### config.mk
export PLATFORM = sky130hd
export DESIGN_NAME = fetch_queue
export DESIGN_NICKNAME = d
export VERILOG_FILES = /design/src/rtl/fetch_queue.sv
export SDC_FILE = /design/constraint.sdc
export NUM_CORES = 1
export LEC_CHECK = 0
export BUFFER_PORTS_ARGS = -buffer_cell sky130_fd_sc_hd__buf_2
export CAP_MARGIN = 20
export CORE_MARGIN = 8
export CORE_UTILIZATION = 61
export DETAILED_ROUTE_END_ITERATION = 16
export HOLD_SLACK_MARGIN = 0.12
export MAX_ROUTING_LAYER = met4
export PLACE_DENSITY = 0.92
export SYNTH_ARGS = -nofsm -noshare
export SYNTH_HDL_FRONTEND = slang
export SYNTH_SLANG_ARGS = --single-unit
### constraint.sdc
create_clock -name clk -period 7.54 [get_ports clk]
set_clock_uncertainty 0.1 [all_clocks]
set_input_delay 0 -clock clk [delete_from_list [all_inputs] [get_ports clk]]
set_output_delay 0 -clock clk [all_outputs]
set_load 0.02 [all_outputs]
### src/rtl/fetch_queue.sv
// fetch_queue: instruction-fetch front end with a DEPTH-entry prefetch FIFO.
// Owns the fetch PC, drives a combinational instruction memory, and presents
// {instr, pc, pc+4} of the FIFO head to decode. Redirects from Execute flush
// the queue and restart fetch at the target.
// Optional performance counters are built when FETCH_QUEUE_PERF_EN is defined.
module fetch_queue #(
  parameter int unsigned     XLEN     = 32,
  parameter int unsigned     DEPTH    = 4,
  parameter logic [XLEN-1:0] RESET_PC = '0
) (
  input  logic            clk,
  input  logic            rst,
  input  logic            redirect_valid,
  input  logic [XLEN-1:0] redirect_pc,
  input  logic            stall_d,
  output logic [XLEN-1:0] imem_addr,
  input  logic [XLEN-1:0] imem_rdata,
  output logic            out_valid,
  output logic [XLEN-1:0] out_instr,
  output logic [XLEN-1:0] out_pc,
  output logic [XLEN-1:0] out_pc_plus4,
  output logic [31:0]     perf_flush_cnt,
  output logic [31:0]     perf_full_cyc
);

  localparam int unsigned AW = $clog2(DEPTH);

  logic [XLEN-1:0] r_pc;
  logic [AW:0]     r_count;
  logic [AW-1:0]   r_rd_ptr;
  logic [AW-1:0]   r_wr_ptr;
  logic [XLEN-1:0] r_mem_instr [DEPTH];
  logic [XLEN-1:0] r_mem_pc    [DEPTH];
  logic [XLEN-1:0] r_head_instr;
  logic [XLEN-1:0] r_head_pc;
  logic [XLEN-1:0] r_head_pc4;

  logic            w_full;
  logic            w_out_valid;
  logic            w_deq;
  logic            w_enq;
  logic [XLEN-1:0] w_redirect_pc;
  logic [AW:0]     w_count_after_deq;
  logic [AW-1:0]   w_rd_ptr_nxt;
  logic [XLEN-1:0] w_head_instr_nxt;
  logic [XLEN-1:0] w_head_pc_nxt;
  logic            w_unused;

  // The low redirect bits are ignored: fetch addresses are word aligned.
  assign w_unused          = ^redirect_pc[1:0];
  assign w_redirect_pc     = {redirect_pc[XLEN-1:2], 2'b00};

  assign w_full            = (r_count == (AW+1)'(DEPTH));
  assign w_out_valid       = (r_count != '0) & ~redirect_valid;
  assign w_deq             = w_out_valid & ~stall_d;
  assign w_enq             = ~redirect_valid & (~w_full | w_deq);
  assign w_count_after_deq = r_count - {{AW{1'b0}}, w_deq};
  assign w_rd_ptr_nxt      = r_rd_ptr + {{(AW-1){1'b0}}, w_deq};

  assign imem_addr         = r_pc;
  assign out_valid         = w_out_valid;
  assign out_instr         = r_head_instr;
  assign out_pc            = r_head_pc;
  assign out_pc_plus4      = r_head_pc4;

  // Select what the head registers show after this edge: the word being
  // fetched now if the queue would otherwise be empty, else the stored entry.
  always_comb begin
    // NOTE: defaults first so every path assigns; otherwise a latch is inferred.
    w_head_instr_nxt = r_head_instr;
    w_head_pc_nxt    = r_head_pc;
    if (!redirect_valid) begin
      if (w_count_after_deq == '0) begin
        if (w_enq) begin
          w_head_instr_nxt = imem_rdata;
          w_head_pc_nxt    = r_pc;
        end
      end else begin
        w_head_instr_nxt = r_mem_instr[w_rd_ptr_nxt];
        w_head_pc_nxt    = r_mem_pc[w_rd_ptr_nxt];
      end
    end
  end

  // Fetch PC, pointers, occupancy and registered head.
  always_ff @(posedge clk) begin
    // NOTE: non-blocking assignments so every flop samples pre-edge values.
    if (rst) begin
      r_pc         <= RESET_PC;
      r_count      <= '0;
      r_rd_ptr     <= '0;
      r_wr_ptr     <= '0;
      r_head_instr <= '0;
      r_head_pc    <= '0;
      r_head_pc4   <= '0;
    end else if (redirect_valid) begin
      r_pc     <= w_redirect_pc;
      r_count  <= '0;
      r_rd_ptr <= r_wr_ptr;
    end else begin
      r_rd_ptr     <= w_rd_ptr_nxt;
      r_count      <= w_count_after_deq + {{AW{1'b0}}, w_enq};
      r_head_instr <= w_head_instr_nxt;
      r_head_pc    <= w_head_pc_nxt;
      r_head_pc4   <= w_head_pc_nxt + XLEN'(4);
      if (w_enq) begin
        r_pc     <= r_pc + XLEN'(4);
        r_wr_ptr <= r_wr_ptr + 1'b1;
      end
    end
  end

  // FIFO storage write port.
  always_ff @(posedge clk) begin
    // NOTE: storage is not reset; count and pointers define which entries are live.
    if (!rst && w_enq) begin
      r_mem_instr[r_wr_ptr] <= imem_rdata;
      r_mem_pc[r_wr_ptr]    <= r_pc;
    end
  end

`ifdef FETCH_QUEUE_PERF_EN
  logic [31:0] r_flush_cnt;
  logic [31:0] r_full_cyc;

  // Saturating redirect and full-stall cycle counters.
  always_ff @(posedge clk) begin
    if (rst) begin
      r_flush_cnt <= '0;
      r_full_cyc  <= '0;
    end else begin
      if (redirect_valid && r_flush_cnt != 32'hFFFF_FFFF)
        r_flush_cnt <= r_flush_cnt + 32'd1;
      if (w_full && !w_deq && !redirect_valid && r_full_cyc != 32'hFFFF_FFFF)
        r_full_cyc <= r_full_cyc + 32'd1;
    end
  end

  assign perf_flush_cnt = r_flush_cnt;
  assign perf_full_cyc  = r_full_cyc;
`else
  assign perf_flush_cnt = '0;
  assign perf_full_cyc  = '0;
`endif

endmodule

==> results by group <==
Worst setup path
  – Required @ worst endpoint: 7830 ps
  – Critical path class: reg2reg
  – Worst setup SP type: flip-flop
  – Crit end category: flip-flop
  – Largest fanout on the critical path: 28
  – Worst EP arrival: 5660 ps

Floorplanning
  – Starting Density: 62.2%
  – Num rows: 60
  – Die area: 33000 um2
  – I/O pin count: 261
  – Die height: 182 um
  – Core area: 27000 um2
  – Die X: 182 um

Detailed routing
  – Via count: 12.7k
  – DRC: 0
  – Vias/cell: 6.37
  – Antenna Violating Nets Remaining: 0
  – Drt first pass iters: 7
  – Detailed Route WL: 48.1 mm
  – Initial DRC count: 1636
  – Drt wl/cell: 24.2 um

Final layout
  – Filler instances: 1600
  – Syn-to-layout area delta: 18.5%
  – Most common cell after layout, fill and taps aside: edfxtp_1
  – Layout cell share with drive strength beyond 1: 21.0%
  – Final net count: 1695
  – Most frequent cells in the layout: 248 x edfxtp_1, 187 x buf_2, 167 x nand2_1

Logic synthesis
  – Seq/Total Area, Yosys: 59.9%
  – Distinct cells, synth: 74
  – Synth Register Bits: 377
  – Syn Std Cell Area: 16800 um2
  – Warnings from Yosys: 0
  – Mapped Cells: 1369
  – Largest cells by area after synthesis: edfxtp_1 44%, dfxtp_1 15%, mux4_2 6.3%
  – Synth top area share: 44.5%
  – Post-synth top flop: edfxtp_1
  – EDFF count, synth: 248
  – Top cell type by total area after synthesis: edfxtp_1
  – Async set-reset flop share out of synthesis: 0%
  – Avg Cell Area, Syn: 12.2 um2

Global route
  – Largest net degree at the start of global routing: 94
  – Initial antenna violation count: 2
  – Vias in the first global route: 12.9k
  – Global route overflow: 0
  – GRT Resource Usage Total: 29.1%
  – First-pass GRT wire length: 72.9 mm

Clock network
  – H-tree Lvls: 2
  – Clock-pin slew on the worst setup and hold paths: 60 ps
  – TritonCTS clock tree: yes
  – Root buffer cell: clkbuf_16
  – CTS Sinks: 377
  – Setup Fix Bufs, Post-CTS: 0
  – Longest Clk Path Bufs: 3
  – CTS buffer count: 38
  – Worst-Skew Late Latency: 540 ps

Power
  – Leak Pwr: 7.52 nW
  – Pwr/cell area: 259 nW/um2
  – Design Power: 5.15 mW
  – Peak VDD IR: 197 uV

Job
  – Max-cap violations: 0

Timing
  – Worst slew margin: 26.9%
  – Final Slew Violations: 0
  – Unrepaired setup endpoints after global routing: no
  – Final setup vio count: 0
  – Fmax: 186 MHz
  – Fin crit share: 71.3%
  – Setup_tns: 0 ps
  – Final hold vios: 0
  – Minimum clock period: 5370 ps
  – Worst-Margin Slew: 1100 ps

Outcome
  – Status: finished clean

Place
  – # port buffers: 188
  – Detail Placement HPWL: 28.8 mm
  – Routability Congestion: 0.938

Hold path
  – Hold Path Class: in2reg
## flip-flops by register name (all words and copies together), names as in the netlist
| register | cells |
|---|---|
| r_rd_ptr | 2 |
| r_mem_pc | 120 |
| out_instr | 32 |
| imem_addr | 30 |
| r_wr_ptr | 2 |
| r_mem_instr | 128 |
| out_pc | 30 |
| r_count | 3 |
| out_pc_plus4 | 30 |
## synthesized netlist by cell type (20+ instances only)
library cell  number
a21oi_1           60
a311oi_1          36
buf_4             71
clkbuf_1          56
dfxtp_1          129
edfxtp_1         248
inv_1             68
mux4_2            47
nand2_1          167
nor2_1           143
nor3_1            26
o21ai_0           20
xnor2_1           35
## area by class of cell
| cell class | instances | area (um2) | share of cell area, % |
|---|---|---|---|
| Sequential cell | 377 | 10000 | 50.5 |
| Multi-Input combinational cell | 843 | 5910 | 29.8 |
| Timing Repair Buffer | 287 | 1900 | 9.60 |
| Clock buffer | 52 | 1090 | 5.51 |
| Tap cell | 341 | 427 | 2.15 |
| Inverter | 69 | 259 | 1.31 |
| Clock inverter | 18 | 214 | 1.08 |
| Antenna cell | 4 | 10.0 | 0.0504 |
## logic make-up after synthesis
group,count (synthesis),share of synthesized area (%)
and+or+nand+nor,432,11.7
DFF,377,59.9
buffers and inverters,218,6.80
AOI/OAI and AO/OA,207,8.72
muxes,74,9.31
xor gates and xnor gates,49,2.72
adders and majority gates,11,0.822
other,1,0.0224
## final timing paths
kind	slack (ps)	start	cells after the start	endpoint
min reg2reg	360	out_pc_plus4[6]	2	out_pc_plus4[6]
min	130	imem_rdata[30]	2	r_mem_instr[1][30]
max	2170	r_count[2]	12	out_pc_plus4[23]
max reg2reg	2170	r_count[2]	12	out_pc_plus4[23]
## critical path, stage by stage, from the launching register on
cell	delay, ps
dfxtp_1	590
nor3_1	150
nor3_1	390
ha_4	230
xor2_4	860
buf_4	390
mux2_2	400
a22oi_1	310
a32o_1	220
nand3_1	430
nor4_2	630
nor3_1	100
a2111oi_0	420
## stage by stage
step | hold slack, ps | area, um2 | setup slack (ps) | std cells | util [%]
floorplan | -1.13 | 17000 | 3590 | 1438 | -
global placement | 122 | 17700 | 2500 | 1837 | 65.7
detailed placement | 131 | 17700 | 2440 | 1837 | 65.7
CTS | 121 | 19800 | 2370 | 1986 | 73.5
global route | 138 | 19800 | 1840 | 1989 | 73.6
finish | 133 | 19800 | 2170 | 1991 | 73.6
## repair_timing
item	in CTS	in global routing
resized for setup	0	0
hold buffers	79	0
hold endpoints to repair	220	0
setup endpoints to repair	0	0
## layer usage
metal  part of all wire, %  wire (um)  global-route usage, %  up-vias
li1                      -          -                      -     5409
met1                    37      17700                   34.9     6077
met5                     0          0                      -        -
met4                   5.9       2830                   16.5        0
met2                    46      22300                   45.7      968
met3                    11       5360                   5.71      235
## report_power, final
group          internal (mW)  switching (mW)
clock                   1.16           0.803
sequential              2.30          0.0819
combinational          0.285           0.512
No activity file was read; power rests on OpenSTA's default activity.
